**config.mk**
```make
export PLATFORM = sky130hd
export DESIGN_NAME = alu_exec_unit_flat
export DESIGN_NICKNAME = d
export VERILOG_FILES = /design/src/rtl/alu_pkg.sv /design/src/rtl/alu_exec_unit_if.sv /design/src/rtl/alu_comb_core.sv /design/src/rtl/alu_exec_unit.sv /design/src/flat_wrapper.sv
export SDC_FILE = /design/constraint.sdc
export NUM_CORES = 1
export LEC_CHECK = 0
export CORE_MARGIN = 2
export CORE_UTILIZATION = 25
export DETAILED_ROUTE_END_ITERATION = 16
export PLACE_DENSITY = 0.44
export SLEW_MARGIN = 10
export SYNTH_ARGS = -nofsm -noshare
export SYNTH_HDL_FRONTEND = slang
export SYNTH_SLANG_ARGS = --single-unit
export TNS_END_PERCENT = 1
```
**constraint.sdc**
```tcl
create_clock -name clk -period 7.45 [get_ports clk]
set_clock_uncertainty 0.05 [all_clocks]
set_input_delay 1.49 -clock clk [delete_from_list [all_inputs] [get_ports clk]]
set_output_delay 1.49 -clock clk [all_outputs]
set_load 0.01 [all_outputs]
```
**src/rtl/alu_pkg.sv**
```systemverilog
// Shared definitions for the ALU execution unit: 3-bit control codes and FSM states.
package alu_pkg;

    localparam logic [2:0] ALU_AND  = 3'b000;
    localparam logic [2:0] ALU_OR   = 3'b001;
    localparam logic [2:0] ALU_ADD  = 3'b010;
    localparam logic [2:0] ALU_PASS = 3'b011;
    localparam logic [2:0] ALU_RSVD = 3'b100;
    localparam logic [2:0] ALU_SRLV = 3'b101;
    localparam logic [2:0] ALU_SUB  = 3'b110;
    localparam logic [2:0] ALU_SLT  = 3'b111;

    typedef enum logic [1:0] {
        S_IDLE,
        S_SHIFT,
        S_DONE
    } state_t;

endpackage

```
**src/rtl/alu_exec_unit_if.sv**
```systemverilog
// Request/response bundle between the register-read stage, the ALU unit and writeback.
interface alu_exec_unit_if #(
    parameter int WIDTH = 32
);
    logic             in_valid;
    logic             in_ready;
    logic [2:0]       gctl;
    logic [WIDTH-1:0] a;
    logic [WIDTH-1:0] b;
    logic             out_valid;
    logic             out_ready;
    logic [WIDTH-1:0] result;
    logic             zero;
    logic             ovf;
    logic             illegal;

    modport master (
        output in_valid, gctl, a, b, out_ready,
        input  in_ready, out_valid, result, zero, ovf, illegal
    );

    modport slave (
        input  in_valid, gctl, a, b, out_ready,
        output in_ready, out_valid, result, zero, ovf, illegal
    );
endinterface

```
**src/rtl/alu_comb_core.sv**
```systemverilog
// Single-cycle ALU operations; shift and reserved codes yield zero here and are handled above.
module alu_comb_core
    import alu_pkg::*;
#(
    parameter int WIDTH = 32
) (
    input  logic [WIDTH-1:0] i_a,
    input  logic [WIDTH-1:0] i_b,
    input  logic [2:0]       i_gctl,
    output logic [WIDTH-1:0] o_result,
    output logic             o_ovf
);
    logic             w_is_sub;
    logic [WIDTH-1:0] w_b_eff;
    logic [WIDTH-1:0] w_sum;
    logic             w_sum_ovf;

    // Subtraction shares the adder: a + ~b + 1.
    assign w_is_sub  = (i_gctl == ALU_SUB);
    assign w_b_eff   = w_is_sub ? ~i_b : i_b;
    assign w_sum     = i_a + w_b_eff + {{(WIDTH-1){1'b0}}, w_is_sub};
    assign w_sum_ovf = (i_a[WIDTH-1] == w_b_eff[WIDTH-1]) && (w_sum[WIDTH-1] != i_a[WIDTH-1]);

    always_comb begin
        // NOTE: defaults first so codes not listed below never infer a latch.
        o_result = '0;
        o_ovf    = 1'b0;
        case (i_gctl)
            ALU_AND:  o_result = i_a & i_b;
            ALU_OR:   o_result = i_a | i_b;
            ALU_ADD,
            ALU_SUB: begin
                o_result = w_sum;
                o_ovf    = w_sum_ovf;
            end
            ALU_SLT:  o_result = {{(WIDTH-1){1'b0}}, ($signed(i_a) < $signed(i_b))};
            ALU_PASS: o_result = i_a;
            default:  o_result = '0;
        endcase
    end
endmodule

```
**src/rtl/alu_exec_unit.sv**
```systemverilog
// ALU execution unit: accepts a decoded op, runs single-cycle ops or an iterative
// logical right shift, and holds a registered result until writeback takes it.
module alu_exec_unit
    import alu_pkg::*;
#(
    parameter int WIDTH   = 32,
    parameter int SHAMT_W = 5
) (
    input  logic            clk,
    input  logic            rst_n,
    alu_exec_unit_if.slave  bus
);
    state_t             r_state;
    logic [WIDTH-1:0]   r_work;
    logic [SHAMT_W-1:0] r_cnt;
    logic [WIDTH-1:0]   r_result;
    logic               r_zero;
    logic               r_ovf;
    logic               r_illegal;
    logic               r_out_valid;
    logic               r_in_ready;

    logic [WIDTH-1:0]   w_core_result;
    logic               w_core_ovf;
    logic [SHAMT_W-1:0] w_shamt;
    logic [WIDTH-1:0]   w_work_next;

    alu_comb_core #(.WIDTH(WIDTH)) u_core (
        .i_a      (bus.a),
        .i_b      (bus.b),
        .i_gctl   (bus.gctl),
        .o_result (w_core_result),
        .o_ovf    (w_core_ovf)
    );

    assign w_shamt     = bus.a[SHAMT_W-1:0];
    assign w_work_next = r_work >> 1;

    // NOTE: sequential state uses <= so every register samples pre-edge values.
    always_ff @(posedge clk) begin
        if (!rst_n) begin
            r_state     <= S_IDLE;
            r_work      <= '0;
            r_cnt       <= '0;
            r_result    <= '0;
            r_zero      <= 1'b0;
            r_ovf       <= 1'b0;
            r_illegal   <= 1'b0;
            r_out_valid <= 1'b0;
            r_in_ready  <= 1'b0;
        end else begin
            case (r_state)
                S_IDLE: begin
                    r_in_ready <= 1'b1;
                    if (r_in_ready && bus.in_valid) begin
                        r_in_ready <= 1'b0;
                        if (bus.gctl == ALU_SRLV) begin
                            r_work    <= bus.b;
                            r_cnt     <= w_shamt;
                            r_ovf     <= 1'b0;
                            r_illegal <= 1'b0;
                            if (w_shamt == '0) begin
                                r_result    <= bus.b;
                                r_zero      <= (bus.b == '0);
                                r_out_valid <= 1'b1;
                                r_state     <= S_DONE;
                            end else begin
                                r_state <= S_SHIFT;
                            end
                        end else begin
                            r_result    <= w_core_result;
                            r_zero      <= (w_core_result == '0);
                            r_ovf       <= w_core_ovf;
                            r_illegal   <= (bus.gctl == ALU_RSVD);
                            r_out_valid <= 1'b1;
                            r_state     <= S_DONE;
                        end
                    end
                end
                S_SHIFT: begin
                    r_work <= w_work_next;
                    r_cnt  <= r_cnt - 1'b1;
                    if (r_cnt == SHAMT_W'(1)) begin
                        r_result    <= w_work_next;
                        r_zero      <= (w_work_next == '0);
                        r_out_valid <= 1'b1;
                        r_state     <= S_DONE;
                    end
                end
                S_DONE: begin
                    // Result and flags stay frozen until writeback takes them.
                    if (bus.out_ready) begin
                        r_out_valid <= 1'b0;
                        r_in_ready  <= 1'b1;
                        r_state     <= S_IDLE;
                    end
                end
                default: r_state <= S_IDLE;
            endcase
        end
    end

    assign bus.in_ready  = r_in_ready;
    assign bus.out_valid = r_out_valid;
    assign bus.result    = r_result;
    assign bus.zero      = r_zero;
    assign bus.ovf       = r_ovf;
    assign bus.illegal   = r_illegal;
endmodule

```
**src/flat_wrapper.sv**
```systemverilog
// flat-port wrapper written by rule: the top's interface ports become plain ports
module alu_exec_unit_flat import alu_pkg::*;
#(
    parameter int WIDTH   = 32,
    parameter int SHAMT_W = 5
)
  (clk, rst_n, bus_in_valid, bus_gctl, bus_a, bus_b, bus_out_ready, bus_in_ready, bus_out_valid, bus_result, bus_zero, bus_ovf, bus_illegal);
  alu_exec_unit_if #(.WIDTH(WIDTH)) bus_i ();
  input  logic clk;
  input  logic rst_n;
  input wire logic [$bits(bus_i.in_valid)-1:0] bus_in_valid;
  input wire logic [$bits(bus_i.gctl)-1:0] bus_gctl;
  input wire logic [$bits(bus_i.a)-1:0] bus_a;
  input wire logic [$bits(bus_i.b)-1:0] bus_b;
  input wire logic [$bits(bus_i.out_ready)-1:0] bus_out_ready;
  output wire logic [$bits(bus_i.in_ready)-1:0] bus_in_ready;
  output wire logic [$bits(bus_i.out_valid)-1:0] bus_out_valid;
  output wire logic [$bits(bus_i.result)-1:0] bus_result;
  output wire logic [$bits(bus_i.zero)-1:0] bus_zero;
  output wire logic [$bits(bus_i.ovf)-1:0] bus_ovf;
  output wire logic [$bits(bus_i.illegal)-1:0] bus_illegal;
  assign bus_i.in_valid = bus_in_valid;
  assign bus_i.gctl = bus_gctl;
  assign bus_i.a = bus_a;
  assign bus_i.b = bus_b;
  assign bus_i.out_ready = bus_out_ready;
  assign bus_in_ready = bus_i.in_ready;
  assign bus_out_valid = bus_i.out_valid;
  assign bus_result = bus_i.result;
  assign bus_zero = bus_i.zero;
  assign bus_ovf = bus_i.ovf;
  assign bus_illegal = bus_i.illegal;
  alu_exec_unit #(.WIDTH(WIDTH), .SHAMT_W(SHAMT_W)) u_core (.clk(clk), .rst_n(rst_n), .bus(bus_i));
endmodule
```
==> results of run 1 <==
-- power by group through the flow --
stage / Clock (mW) / Sequential [mW] / Combinational [mW]
2_1_floorplan: 0 / 0.445 / 0.386
3_3_place_gp: 0 / 0.446 / 0.631
3_5_place_dp: 0 / 0.446 / 0.627
4_1_cts: 0.463 / 0.437 / 0.631
5_1_grt: 0.479 / 0.439 / 0.696
6_report: 0.451 / 0.437 / 0.634
-- state kept, by name, summed over array words and instances (netlist names) --
signal and count:
u_core.bus.illegal 1, u_core.bus.ovf 1, u_core.bus.out_valid 1, u_core.r_work 31
u_core.bus.result 32, u_core.r_cnt 5, u_core.r_state 2, u_core.bus.zero 1
u_core.bus.in_ready 1
-- metrics by stage --
stage | setup slack (ps) | cell area [sq um] | std cells
after floorplan | 1970 | 8640 | 1190
after global placement | 1270 | 10100 | 1693
after detailed placement | 1220 | 10100 | 1693
after CTS | 1540 | 10400 | 1709
after global routing | 1140 | 10400 | 1709
final | 1460 | 10400 | 1709
-- cells in the mapped netlist, drive strengths merged (10+ instances only) --
cell | count | area (sq um)
a211oi | 39 | 293
a311oi | 12 | 105
nand3 | 22 | 110
nor4 | 28 | 181
nand2b | 18 | 113
o21ai | 85 | 425
a21oi | 130 | 681
mux2i | 13 | 130
xor2 | 18 | 158
nor2 | 99 | 372
o22ai | 11 | 68.8
clkbuf | 54 | 203
dfxtp | 75 | 1500
ha | 135 | 1690
nand4 | 17 | 106
nand2 | 111 | 417
o211ai | 13 | 97.6
buf | 18 | 80.1
xnor2 | 42 | 368
nor2b | 10 | 62.6
nor3 | 27 | 135
o221ai | 13 | 114
inv | 92 | 345
a31oi | 13 | 81.3
-- worst register-to-register path: cells and delay by family, from the launching register on --
kind | cells | cell delay [ps]
buf+inv | 1 | 600
compound gates | 1 | 210
simple gates | 9 | 1970
flops | 1 | 570
-- how the worst max path moves through the flow --
stage	start	endpoint	slack, ps	cells after the start
2_1_floorplan	bus_gctl[0]	u_core.bus.zero	1970	20
3_3_place_gp	bus_gctl[1]	u_core.bus.zero	1270	18
3_5_place_dp	bus_gctl[1]	u_core.bus.zero	1220	18
4_1_cts	bus_gctl[1]	u_core.bus.zero	1540	18
5_1_grt	bus_gctl[1]	u_core.bus.zero	1140	18
6_report	bus_gctl[1]	u_core.bus.zero	1460	18
-- kinds of logic (layout without fill, tap and decap cells) --
family                     count (synthesis)  in the layout  share of synthesized area
muxes                                     14             14                     0.0164
and+or+nand+nor                          359            359                      0.196
xor gates and xnor gates                  60             60                     0.0608
buffers and inverters                    165            229                     0.0731
AOI/OAI and AO/OA                        381            381                      0.282
DFF                                       75             75                      0.174
adders and majority gates                136            136                      0.198
-- layer usage --
metal  GRT usage  part of all wire
met5           0                 0
met4      0.0477             0.019
met3      0.0266             0.057
met2       0.311              0.45
met1       0.276              0.47
-- cell type report --
cell class	count	area, sq um	area share
Inverter	93	349	0.0335
Tap cell	455	569	0.0547
Sequential cell	75	1500	0.144
Clock buffer	12	256	0.0246
Multi-Input combinational cell	950	6530	0.627
Clock inverter	4	48.8	0.00468
Timing Repair Buffer	120	1160	0.112
==> results.md, run 1 <==
* CTS tree: done
* Worst path bufs/invs at 3
* Vias in the first global route at 8632
* Minimum clock period at 5990 ps
* Max Cap Viol at 0
* DRC at 0
* Final Cycle Share at 0.804
* Synth warn at 0
* Register area share after synthesis at 0.174
* CTS sink count at 75
* Worst skew pair latency at 340 ps
* Worst Path Arrival at ~6200 ps
* Wirelength, routed at about 35000 um
* Max Slew Vio Count at 0
* Flop pwr share at 0.287
* Fin nets at 1456
* Worst-margin pin slew at 1260 ps
* Largest net degree at the start of global routing at 88
* Commonest non-fill, non-tap cells in the layout: 135 x ha_1, 126 x a21oi_1, 110 x nand2_1
* Comb power frac at 0.416
* Routability cong. at a little under 0.9
* Slowest CP cell: clkdlybuf4s50_1
* CP endpoint kind: flop
* Setup bufs post-CTS at 0
* Core ar. at ~34000 sq um
* Hold Path Sink: u_core.bus.out_valid
* Initial core utilization at 0.252
* Worst Reg-to-Reg Cells at 11
* FP Rows at 68
* Critical hold path startpoint: u_core.bus.out_valid
* Clock-pin slew on the worst setup and hold paths at ~60 ps
* Commonest non-fill, non-tap cell in the layout: ha_1
* Clock power frac at 0.297
* Post-DRT Antenna Nets at 0
* Required time worst endpoint at 7680 ps
* Clock root cell: clkbuf_16
* Top_reg_cell synth: dfxtp_1
* Crit-path max FO at 21
* CTS Buf Count at 9
* Die height at 190 um
* Worst VDD drop at 0.0000940 V
* IO Pins at roughly 110
* Final setup fails at 0
* Area Overhead vs Synth at 20.6%
* Sw Ratio at 0.380
* Synth Net Count at 1397
* Final hold vios at 0
* Pre-Repair DR Iteration Count at 5
* Relative slew slack at 0.157
* Crit start category: input port
* F_max at 167 MHz
* Crit path largest cell delay at 470 ps
* Via Count at 8921
* Reg2Reg Capture Point: u_core.bus.zero
* Worst hold path class: flop to flop
* Reg2Reg Setup Slack at roughly 4000 ps
* Fillers at 3693
* Hold Crit Depth at 2
* Initial antenna violation count at 0
* First-pass GRT wire length at 54000 um
* # diodes at 0
* H-tree depth at 3
* EDFF count, synth at 0
* Hold slack at about 400 ps
* P_leak at 4.22 nW
* Initial DRC Count at between 600 and 700
* TNS Setup at 0 ps
* Pwr/cell area at 146 nW/um^2
* Instance count of the mapped netlist at ~1200
* Die area at ~36000 sq um
* P_sw at between 0.5 and 0.6 mW
* Drt wl/cell at about 21 um
* Total Routing Usage GR at 0.195
* #FFs+latches synth at 75
* Post-CTS Hold Buffers at 0
* Port Buf Inserts at roughly 110
* Final core occ at 0.304
* Vias/cell at 5.22
* Resized cells post-CTS at 0
* Design Power at 1.52 mW
* Syn avg cell area at 7.26 sq um
* Cell family with the largest share of critical-path delay: simple AND/OR/NAND/NOR gates
* Mapped cell area at 8640 sq um
* R2R Path Start: u_core.r_state[1]
* Die W at 190 um
* Final HPWL DP at 27800 um
* Pint at 0.944 mW
* CP cell instances: clkdlybuf4s50_1 -> nor2b_1 -> buf_4 -> nand2_2 -> xnor2_1 -> inv_1 -> fa_1 -> nand3b_1 -> a211oi_1 -> nor2_1 -> o21ai_1 -> a2111oi_2 -> nor4_1 -> o22ai_1 -> xor2_1 -> nor2_1 -> nor4_1 -> a41o_1
* WS Path Type: input port to flop
* Share of cells above drive strength 1 at 0.0399
* Distinct cells, synth at 67
* Outcome: completed
* RSZ-0062 raised after global routing: false
* GRT overflow at 0
* Async SR Flop Fraction at 0
* CTS max path bufs at 2
No activity file was read; power rests on OpenSTA's default activity.
==> inputs of run 2 (changes only) <==
==> constraint.sdc (replaced) <==
create_clock -name clk -period 6 [get_ports clk]
set_clock_uncertainty 0.05 [all_clocks]
set_input_delay 1.2 -clock clk [delete_from_list [all_inputs] [get_ports clk]]
set_output_delay 1.2 -clock clk [all_outputs]
set_load 0.01 [all_outputs]
==> run 2 against run 1 <==
Effect of this change:
- global-route usage fell by 0.099 points
- setup slack got worse by 700 ps
- register-to-register slack got worse by 1400 ps
- via count rose by 1.0%
- core utilization rose by 0.58 points
- power rose by 32%
- critical endpoint unchanged
==> results.md, run 2 (synthesized netlist as in run 1, its figures left out) <==
* Resized cells post-CTS at 0 (unchanged)
* Final hold vios at 0 (unchanged)
* Worst hold path class: flop to flop (unchanged)
* CP endpoint kind: flop (unchanged)
* Die height at 190 um (unchanged)
* Setup crit start: bus_gctl[1] (unchanged)
* WS Path Type: input port to flop (unchanged)
* R2R Path Start: u_core.r_cnt[0] (was u_core.r_state[1])
* Vias/cell at 5.22 (about the same)
* CTS sink count at 75 (unchanged)
* Outcome: completed (unchanged)
* Drt wl/cell at 20.6 um (was 20.7 um)
* Max Cap Viol at 0 (unchanged)
* Pre-Repair DR Iteration Count at 5 (unchanged)
* Wirelength, routed at 35600 um (was 35300 um)
* Commonest non-fill, non-tap cells in the layout: 135 x ha_1, 126 x a21oi_1, 110 x nand2_1 (unchanged)
* Clock root cell: clkbuf_16 (unchanged)
* Final setup fails at 0 (unchanged)
* Die area at 36100 sq um (unchanged)
* Final HPWL DP at 28300 um (was 27800 um)
* Max Slew Vio Count at 0 (unchanged)
* Post-DRT Antenna Nets at 0 (unchanged)
* Worst VDD drop at 0.000131 V (was 0.0000940 V)
* Final Cycle Share at 0.874
* H-tree depth at 3 (unchanged)
* Share of cells above drive strength 1 at 0.0542 (was 0.0399)
* First-pass GRT wire length at 53700 um (was 54000 um)
* FP Rows at 68 (unchanged)
* Area Overhead vs Synth at 22.9% (was 20.6%)
* TNS Setup at 0 ps (unchanged)
* CTS max path bufs at 2 (unchanged)
* Fin nets at 1475 (was 1456)
* IO Pins at 108 (unchanged)
* Relative slew slack at 0.353 (was 0.157)
* Worst Path Arrival at 5480 ps (was 6220 ps)
* Crit start category: input port (unchanged)
* Design Power at 2.01 mW (was 1.52 mW)
* Largest net degree at the start of global routing at 87 (was 88)
* Setup WS post-layout at 754 ps (was 1460 ps)
* F_max at 191 MHz
* Max reg flops at 32 (unchanged)
* Critical hold path startpoint: u_core.bus.out_valid (unchanged)
* Crit-path max FO at 14 (was 21)
* Setup bufs post-CTS at 0 (unchanged)
* Core ar. at 34300 sq um (unchanged)
* Vias in the first global route at 8680 (was 8632)
* Required time worst endpoint at 6230 ps (was 7680 ps)
* Worst-margin pin slew at 957 ps (was 1260 ps)
* Die W at 190 um (unchanged)
* Total Routing Usage GR at 0.194 (was 0.195)
* RSZ-0062 raised after global routing: false (unchanged)
* Routability cong. at 0.885 (was 0.894)
* # diodes at 0 (unchanged)
* Place WS at 443 ps (was 1220 ps)
* CTS tree: done (unchanged)
* Via Count at 9012 (was 8921)
* DRC at 0 (unchanged)
* Minimum clock period at 5250 ps
* Port Buf Inserts at 107 (unchanged)
* P_leak at 4.34 nW (was 4.22 nW)
* Initial DRC Count at 682 (was 657)
* Worst skew pair latency at 340 ps (about the same)
* Commonest non-fill, non-tap cell in the layout: ha_1 (unchanged)
* GRT overflow at 0 (unchanged)
* Post-CTS Hold Buffers at 0 (unchanged)
* CTS Buf Count at 9 (unchanged)
* Clock-pin slew on the worst setup and hold paths at 60 ps (about the same)
* Initial core utilization at 0.252 (unchanged)
* Initial antenna violation count at 0 (unchanged)
* Pwr/cell area at 189 nW/um^2 (was 146 nW/um^2)
-- run 2: critical path: stages --
cell and delay (ps):
clkdlybuf4s50_1 510, nor2b_1 210, nand2_2 230, buf_4 300, xnor2_1 230, ha_1 300
a21oi_1 340, nor2_1 100, o21ai_0 150, nand3_1 150, a221oi_1 530, xor2_1 200
nor2_1 90, nor3_1 210, nand4_1 150, nor4_1 350, a41o_1 220
-- run 2: worst paths after layout --
path | to | slack (ps) | depth (start not counted)
max | u_core.bus.zero | 750 | 17
min | u_core.bus.out_valid | 400 | 2
max reg2reg | u_core.bus.zero | 2600 | 12
min reg2reg | u_core.bus.out_valid | 400 | 2
-- run 2: area by class of cell --
type | count | area (sq um)
clock inverters | 6 | 138
well taps | 455 | 569
repair buffers | 139 | 1310
multi-input cells | 950 | 6530
fillers | 3735 | 23700
inverters | 93 | 349
flip-flops and latches | 75 | 1500
clock buffers | 9 | 225
-- run 2: stage by stage --
| stage | cell area, sq um | hold slack (ps) | cells | utilization |
|---|---|---|---|---|
| floorplan | 8640 | 399 | 1190 | - |
| global placement | 10300 | 398 | 1712 | 0.299 |
| detailed placement | 10300 | 399 | 1712 | 0.299 |
| CTS | 10600 | 408 | 1727 | 0.310 |
| global route | 10600 | 426 | 1727 | 0.310 |
| finish | 10600 | 403 | 1727 | 0.310 |
-- run 2: power by group --
group	total, mW	switching, mW	leakage (nW)	internal, mW
Sequential	0.542	0.0200	0.609	0.522
Clock	0.668	0.220	0.176	0.448
Combinational	0.795	0.482	3.55	0.313
Total	2.01	0.722	4.34	1.28
-- run 2: metal layers --
metal / vias to the layer above / part of all wire / GRT usage / routed length [um]
li1: 4423 / - / - / -
met1: 4291 / 0.48 / 0.278 / 17100
met2: 255 / 0.45 / 0.307 / 15900
met3: 43 / 0.047 / 0.0159 / 1670
met4: 0 / 0.024 / 0.0611 / 862
met5: - / 0 / 0 / 0
